===== config.mk =====
export PLATFORM = sky130hd
export DESIGN_NAME = fifo_burst_scheduler
export DESIGN_NICKNAME = d
export VERILOG_FILES = /design/src/rtl/vdma_pkg.sv /design/src/rtl/sync_arm_counter.sv /design/src/rtl/fifo_burst_scheduler.sv
export SDC_FILE = /design/constraint.sdc
export NUM_CORES = 1
export LEC_CHECK = 0
export BUFFER_PORTS_ARGS = -buffer_cell sky130_fd_sc_hd__buf_4
export CORE_ASPECT_RATIO = 2
export CORE_MARGIN = 1
export CORE_UTILIZATION = 40
export CTS_CLUSTER_DIAMETER = 120
export DETAILED_ROUTE_END_ITERATION = 10
export PLACE_DENSITY = 0.71
export SLEW_MARGIN = 30
export SYNTH_ARGS = -nofsm -noshare
export SYNTH_HDL_FRONTEND = slang
export SYNTH_SLANG_ARGS = --single-unit

===== constraint.sdc =====
create_clock -name clock -period 5.8 [get_ports clock]
set_input_delay 1.16 -clock clock [delete_from_list [all_inputs] [get_ports clock]]
set_output_delay 1.16 -clock clock [all_outputs]
set_load 0.005 [all_outputs]

===== src/rtl/vdma_pkg.sv =====
// Shared VDMA definitions: state encoding, direction names
// and the burst length helper used by both direction instances.
package vdma_pkg;

    localparam logic [2:0] S_IDLE      = 3'd0;
    localparam logic [2:0] S_SYNC_WAIT = 3'd1;
    localparam logic [2:0] S_REQ       = 3'd2;
    localparam logic [2:0] S_WAIT_DONE = 3'd3;
    localparam logic [2:0] S_FIN       = 3'd4;

    typedef enum logic [2:0] {
        IDLE      = S_IDLE,
        SYNC_WAIT = S_SYNC_WAIT,
        REQ       = S_REQ,
        WAIT_DONE = S_WAIT_DONE,
        FIN       = S_FIN
    } state_e;

    localparam string MODE_READ  = "READ";
    localparam string MODE_WRITE = "WRITE";

    function automatic logic [31:0] min_len(
        input logic [31:0] a,
        input logic [31:0] b
    );
        return (a < b) ? a : b;
    endfunction

endpackage


===== src/rtl/sync_arm_counter.sv =====
// Counts consecutive fsync-low cycles; done_o fires on the
// cycle that completes a run of RST_WAIT low cycles.
module sync_arm_counter #(
    parameter int RST_WAIT = 32
) (
    input  logic clock,
    input  logic rst_n,
    input  logic en_i,
    input  logic fsync_i,
    output logic done_o
);

    localparam int CNT_W = (RST_WAIT > 1) ? $clog2(RST_WAIT) : 1;

    logic [CNT_W-1:0] cnt_q, cnt_d;

    assign done_o = en_i && !fsync_i
                 && (cnt_q == CNT_W'(RST_WAIT - 1));

    always_comb begin
        cnt_d = cnt_q + CNT_W'(1);
        if (!en_i || fsync_i || done_o) begin
            cnt_d = '0;
        end
    end

    always_ff @(posedge clock or negedge rst_n) begin
        if (!rst_n) begin
            cnt_q <= '0;
        end else begin
            cnt_q <= cnt_d;
        end
    end

endmodule


===== src/rtl/fifo_burst_scheduler.sv =====
// Issues AXI burst requests from line FIFO fill level and
// tracks the per-frame word budget, sizing the tail burst.
module fifo_burst_scheduler
    import vdma_pkg::*;
#(
    parameter string MODE      = "READ",
    parameter int    DEPTH     = 256,
    parameter int    CW        = 10,
    parameter int    BURST_LEN = 64,
    parameter int    LSIZE     = 9,
    parameter int    FW        = 24,
    parameter int    RST_WAIT  = 32
) (
    input  logic             clock,
    input  logic             rst_n,
    input  logic             enable,
    input  logic             fsync,
    input  logic [FW-1:0]    frame_words,
    input  logic [CW-1:0]    count,
    output logic             req,
    output logic [LSIZE-1:0] req_len,
    output logic             req_last,
    input  logic             ack,
    input  logic             done,
    output logic             burst_done,
    output logic             frame_done,
    output logic             busy
);

    localparam bit IS_WRITE = (MODE == MODE_WRITE);

    state_e           state_q, state_d;
    logic [FW-1:0]    remaining_q, remaining_d;
    logic             sync_pend_q, sync_pend_d;
    logic             trig_q, trig_d;
    logic [LSIZE-1:0] req_len_q, req_len_d;
    logic             req_last_q, req_last_d;
    logic             req_q, burst_done_q, frame_done_q, busy_q;
    logic [31:0]      nl32;
    logic             arm_done;

    assign nl32 = min_len(32'(BURST_LEN), 32'(remaining_q));

    sync_arm_counter #(
        .RST_WAIT(RST_WAIT)
    ) u_arm (
        .clock  (clock),
        .rst_n  (rst_n),
        .en_i   (state_q == SYNC_WAIT),
        .fsync_i(fsync),
        .done_o (arm_done)
    );

    // READ waits for room, WRITE waits for data.
    always_comb begin
        trig_d = 1'b0;
        if (enable && remaining_q != '0) begin
            if (IS_WRITE) begin
                trig_d = 32'(count) >= nl32;
            end else begin
                trig_d = (32'(count) + nl32) <= 32'(DEPTH);
            end
        end
    end

    always_comb begin
        state_d     = state_q;
        remaining_d = remaining_q;
        sync_pend_d = sync_pend_q;
        req_len_d   = req_len_q;
        req_last_d  = req_last_q;
        unique case (state_q)
            IDLE: begin
                if (fsync || sync_pend_q) begin
                    state_d = SYNC_WAIT;
                end else if (trig_q) begin
                    state_d    = REQ;
                    req_len_d  = nl32[LSIZE-1:0];
                    req_last_d = (nl32 == 32'(remaining_q));
                end
            end
            SYNC_WAIT: begin
                if (arm_done) begin
                    state_d     = IDLE;
                    remaining_d = frame_words;
                    sync_pend_d = 1'b0;
                end
            end
            REQ: begin
                if (ack) begin
                    state_d     = WAIT_DONE;
                    remaining_d = remaining_q - FW'(req_len_q);
                end
            end
            WAIT_DONE: begin
                if (done) begin
                    state_d = FIN;
                end
            end
            FIN: begin
                state_d = IDLE;
            end
            default: begin
                state_d = IDLE;
            end
        endcase
        // A burst in flight is never aborted; remember the sync.
        if (fsync && (state_q == REQ || state_q == WAIT_DONE
                      || state_q == FIN)) begin
            sync_pend_d = 1'b1;
        end
    end

    always_ff @(posedge clock or negedge rst_n) begin
        if (!rst_n) begin
            state_q      <= IDLE;
            remaining_q  <= '0;
            sync_pend_q  <= 1'b0;
            trig_q       <= 1'b0;
            req_len_q    <= '0;
            req_last_q   <= 1'b0;
            req_q        <= 1'b0;
            burst_done_q <= 1'b0;
            frame_done_q <= 1'b0;
            busy_q       <= 1'b0;
        end else begin
            state_q      <= state_d;
            remaining_q  <= remaining_d;
            sync_pend_q  <= sync_pend_d;
            trig_q       <= trig_d;
            req_len_q    <= req_len_d;
            req_last_q   <= req_last_d;
            req_q        <= (state_d == REQ);
            burst_done_q <= (state_d == FIN);
            frame_done_q <= (state_d == FIN) && (remaining_q == '0);
            busy_q       <= (state_d != IDLE);
        end
    end

    assign req        = req_q;
    assign req_len    = req_len_q;
    assign req_last   = req_last_q;
    assign burst_done = burst_done_q;
    assign frame_done = frame_done_q;
    assign busy       = busy_q;

endmodule


# Word level (Yosys, flattened, before mapping)
# Cells that the tools add are included.
# op_classes
n_addsub	3
order_cmp	2
eq_ne	10
n_mux	15
bitwise	1
reduce_logical	22
# op_table
cell	n
2-to-1 mux 24 bit	3
one-hot mux 24 bit (2 select lines)	1
adder 10 x 24 -> 25 bit	1
less-or-equal comparator 25 x 9 -> 1 bit, second input constant	1
== test 24 bit	1
zero test 24 bit	1
less-than comparator 7 x 24 -> 1 bit, first input constant	1
nonzero test 24 bit	1
subtractor 24 x 9 -> 24 bit	1
2-to-1 mux 3 bit	5
one-hot mux 3 bit (4 select lines)	1
== test 3 x 2 -> 1 bit, second input constant	3
== test 3 bit, second input constant	2
AND reduction 3 bit	2
nonzero test 2 bit	3
adder 5 x 1 -> 5 bit, second input constant	1
== test 5 bit, second input constant	1
logical AND 1 bit	5
logical OR 1 bit	5
2-to-1 mux 5 bit	1
2-to-1 mux 1 bit	4
!= test 2 bit, second input constant	2
== test 3 x 1 -> 1 bit, second input constant	1
zero test 3 bit	1
4 further kinds	5
# totals
reg_bits	48
in_bits	40
elab_cells	64

# Longest topological paths before layout
# logic_depth
ltp_word	7
ltp_mapped	14
mapped_depth_nobuf	14

# Cells and area by module
# From an unflattened synthesis, not the netlist that was laid out.
# unflattened
cells_unflattened	387
hier_area_um2	3331.9
# by_module_without_submodules
mod	instances	cells_each	area_each_um2
fifo_burst_scheduler	1	367	3085.5
sync_arm_counter	1	20	246.5

# Worst setup path after synthesis
# No wires, ideal clock.
# synth_path
kind	register to register
startpoint	register remaining_q[15]
endpoint	register trig_q
setup_ns	0.077
arrival_time_ns	3.326
t_required_ns	5.723
path_slack_ns	2.397
stages_incl_launch_ff	14
synth_period_minus_slack_ns	3.403
cell_sequence	dfrtp_1 > or4_1 > nor4_2 > nand2_1 > a211oi_2 > and2_1 > ha_1 > a21o_1 > a21oi_1 > nand2_1 > xor2_1 > a2111o_1 > a211o_1 > a21oi_1
# synth_via
elab_chain_cells	5
# synth_rtl
item	line_no	rtl
from (decl)	fifo_burst_scheduler.sv:33	logic [FW-1:0] remaining_q, remaining_d;
from (signal assigned)	fifo_burst_scheduler.sv:128	remaining_q <= remaining_d;
less-than comparator 7 x 24 -> 1 bit	vdma_pkg.sv:26	return (a < b) ? a : b;
2-to-1 mux 24 bit	vdma_pkg.sv:26	
named net nl32[3]	fifo_burst_scheduler.sv:39	logic [31:0] nl32;
adder 10 x 24 -> 25 bit	fifo_burst_scheduler.sv:61	trig_d = (32'(count) + nl32) <= 32'(DEPTH);
less-or-equal comparator 25 x 9 -> 1 bit	fifo_burst_scheduler.sv:61	
2-to-1 mux 1 bit	fifo_burst_scheduler.sv:57	if (enable && remaining_q != '0) begin
named net trig_d	fifo_burst_scheduler.sv:35	logic trig_q, trig_d;
to (signal assigned)	fifo_burst_scheduler.sv:130	trig_q <= trig_d;
to (decl)	fifo_burst_scheduler.sv:35	
# The timed path passes the listed nets, and every way through them passes these cells.
# A chain may end at the register's enable or synchronous reset.

# Final worst setup path
# Same ends and word-level chain as after synthesis.

==> impl_metrics.yaml <==
run_status:
  run_status: "finished, violations left"
  violations: "DRC"
drt:
  totalWireLength_mm: 8.45
  drt_first_pass_iters: 7
  wire_per_inst_um: 15.9
  drc: 5
  drtAntennaViolNets: 0
  detail_route.vias_per_cell: 5.68
  initial_drt_markers: 97
  vias: 3016
logic_synthesis:
  synthesis.area_sq_um: 3240
  synth-edff-count: 0
  synthesis.area_per_instance_sq_um: 8.49
  yosys.cell_types.count: 56
  syn_inst: 382
  synth.ff_latch_count: 48
  synth-main-ff-cell: "sky130_fd_sc_hd__dfrtp_1"
  ys_async_sr_fraction_pct: 100
  yosys_warnings: 0
  synth_seq_area_share_pct: 37.0
flow_run:
  maxCapViolCount: 0
die:
  io_pins: 54
  rows: 46
  die_area_sq_um: 8490
  initial_utilization_pct: 41.1
  die_width_um: 65.7
  placeableCoreArea_sq_um: 7890
  die_height_um: 129
clock_tree:
  clk_root_buffer_cell: "sky130_fd_sc_hd__clkbuf_16"
  cts_resized: 0
  tritoncts_num_sinks: 48
  cts.hold.buffers_added: 0
  tritoncts: "yes"
  cts_setup_buffers: 0
  htree_levels: 2
  cts_max_path_buffers: 2
  cts_made_buffers: 5
  path_clk_slew_ns: 0.06
  clk-insertion-delay-late_ns: 0.29
placement:
  detailed_place_hpwl_mm: 6.53
  place_area_sq_um: 3740
  port_buffers: 53
  globalplace.congestion: 0.897
setup_path:
  crit_path_max_fanout: 7
  critPathLaunch: "remaining_q[15]"
  worst_ep_arrival_time_ns: 4.08
  r2r_setup_slack_ns: 1.93
  worstReg2RegEnd: "trig_q"
  worst-r2r-cell-count: 13
  worstSetupPathType: "flop to flop"
  crit_required_ns: 6.01
  rr_startpoint: "remaining_q[15]"
  critical_path.startpoint_type: "flop"
  endpoint_class_of_the_critical_path: "flop"
min_path:
  hold_end: "u_arm.cnt_q[0]"
  hold-path-cell-count: 1
  worstHoldPathType: "flop to flop"
  timing.hold.worst.start: "u_arm.cnt_q[0]"
power:
  vdd_drop_max_uv: 258
  power.density_cell_area_nw_per_um2: 507
  power.static_leakage_uw: 0.00189
sta:
  hold_slack_ns: 0.472
  setup_total_negative_slack_ns: 0
  grt_setup_unrepaired: "no"
  final.period_utilization_pct: 66.7
  finalWorstPathRequiredPeriod_ns: 3.87
  setup_viol: 0
  timing.max_slew.rel_slack_pct: 48.8
  clock_skew_ns: 0.00851
  slew_violations: 0
  worstMarginPinSlew_ns: 0.768
  finalHoldViolCount: 0
  achievable-frequency_mhz: 258
final_layout:
  multi_input_comb_area_sq_um: 1930
  finish.net_count: 498
  area_growth_syn_to_layout_pct: 19.4
  seq_area_sq_um: 1200
  nFillCells: 759
  layout-drive-gt1-share_pct: 15.9
  num_antenna_cells: 0
  final_design_area_no_fill_sq_um: 3870
grt:
  number_of_antenna_violations_at_the_first_check_in_global_routing: 0
  grtUsageTotal_pct: 21.5
  first_global_vias: 2980
  wire_length_of_the_first_global_routing_pass_mm: 14.0
  pin_count_of_the_biggest_net_entering_global_routing: 49
  total_grt_overflow: 0
[layer usage]
metal	share of wire [%]	GRT usage, %	vias up
li1	-	-	1477
met1	37	22.7	1444
met2	57	40.0	71
met3	3.1	2.20	24
met4	3.6	12.0	0
met5	0	0	-
[cells in the mapped netlist, types with 6 or more instances]
cell	count	area share, %
sky130_fd_sc_hd__a21o_1	8	1.9
sky130_fd_sc_hd__a21oi_1	31	4.8
sky130_fd_sc_hd__a32oi_1	6	1.6
sky130_fd_sc_hd__and2_1	7	1.4
sky130_fd_sc_hd__clkbuf_1	8	0.93
sky130_fd_sc_hd__dfrtp_1	48	37
sky130_fd_sc_hd__ha_1	21	8.1
sky130_fd_sc_hd__inv_1	20	2.3
sky130_fd_sc_hd__mux2i_1	6	1.9
sky130_fd_sc_hd__nand2_1	59	6.8
sky130_fd_sc_hd__nand2b_1	7	1.4
sky130_fd_sc_hd__nand3_1	11	1.7
sky130_fd_sc_hd__nor2_1	31	3.6
sky130_fd_sc_hd__nor2b_1	7	1.4
sky130_fd_sc_hd__nor3_1	11	1.7
sky130_fd_sc_hd__o21ai_0	18	2.8
sky130_fd_sc_hd__xor2_1	6	1.6
[layout by cell type (no fill, tap or decap), drive strengths merged, types with 3 or more instances in the layout]
cell type and count:
or3 4, a21boi 3, nor4 6, a32oi 6, clkbuf 6, nand2b 7
ha 21, nand2 59, o21ai 22, and2 7, a31oi 3, buf 55
or4 3, dfrtp 48, nor2 31, a21o 8, nor2b 7, xor2 6
a211oi 3, o211ai 3, mux2i 6, a21oi 31, conb 3, a22oi 4
nand3b 3, inv 20, xnor2 4, nand3 11, o311a 3, nand4 4
nor3 11
[layout make-up]
cell class / count / area share (%)
Clock buffer: 6 / 3.33
Clock inverter: 1 / 0.129
Sequential cell: 48 / 31.0
Multi-Input combinational cell: 305 / 49.8
Tap cell: 96 / 3.10
Inverter: 20 / 1.94
Timing Repair Buffer: 55 / 10.7
[stage by stage]
step	setup WS (ns)	cells	power, uW	utilization (%)
floorplan	2.40	384	1380	-
global placement	2.14	524	1650	47.4
detailed placement	1.98	524	1680	47.4
CTS	1.95	531	1970	49.1
global route	1.65	531	2150	49.1
finish	1.93	531	1970	49.1
[registers in the layout, summed over array words and instances (netlist names)]
register     count
burst_done       1
busy             1
frame_done       1
remaining_q     24
req              1
req_last         1
req_len          9
state_q          3
sync_pend_q      1
trig_q           1
u_arm.cnt_q      5
[how the worst max path moves through the flow]
stage	cells after the start	slack [ns]	to
final	13	1.93	trig_q
after global routing	13	1.65	trig_q
after CTS	13	1.95	trig_q
after detailed placement	13	1.98	trig_q
after global placement	13	2.14	trig_q
after floorplan	13	2.40	trig_q
[where the power goes]
part,internal [uW],total (uW),switching [uW]
registers,433,538,105
clock network,157,278,121
logic,517,1150,632
total,1110,1970,858
[kinds of logic (layout without fill, tap and decap cells)]
| kind of cell | after synthesis | after routing | synth area share (%) |
|---|---|---|---|
| adder cells (fa/ha/maj) | 23 | 23 | 9.34 |
| other | 1 | 3 | 0.116 |
| buffers and inverters | 31 | 82 | 3.70 |
| XOR/XNOR | 10 | 10 | 2.70 |
| flip-flops | 48 | 48 | 37.0 |
| multiplexers | 7 | 7 | 2.20 |
| AND/OR/NAND/NOR | 159 | 159 | 24.1 |
| AO/OA/AOI/OAI | 103 | 103 | 20.8 |
[critical path, stage by stage, from the launching register on]
cell and delay [ns]:
sky130_fd_sc_hd__dfrtp_1 0.41, sky130_fd_sc_hd__or4_1 0.61, sky130_fd_sc_hd__nor4_2 0.21, sky130_fd_sc_hd__nand2_1 0.20, sky130_fd_sc_hd__a211oi_2 0.34, sky130_fd_sc_hd__and2_1 0.21, sky130_fd_sc_hd__ha_1 0.29, sky130_fd_sc_hd__a21o_1 0.22
sky130_fd_sc_hd__a31oi_1 0.24, sky130_fd_sc_hd__xor2_1 0.23, sky130_fd_sc_hd__nand4_1 0.13, sky130_fd_sc_hd__a2111o_1 0.30, sky130_fd_sc_hd__a211o_1 0.27, sky130_fd_sc_hd__a21oi_1 0.13
(Power assumes the default switching activity.)
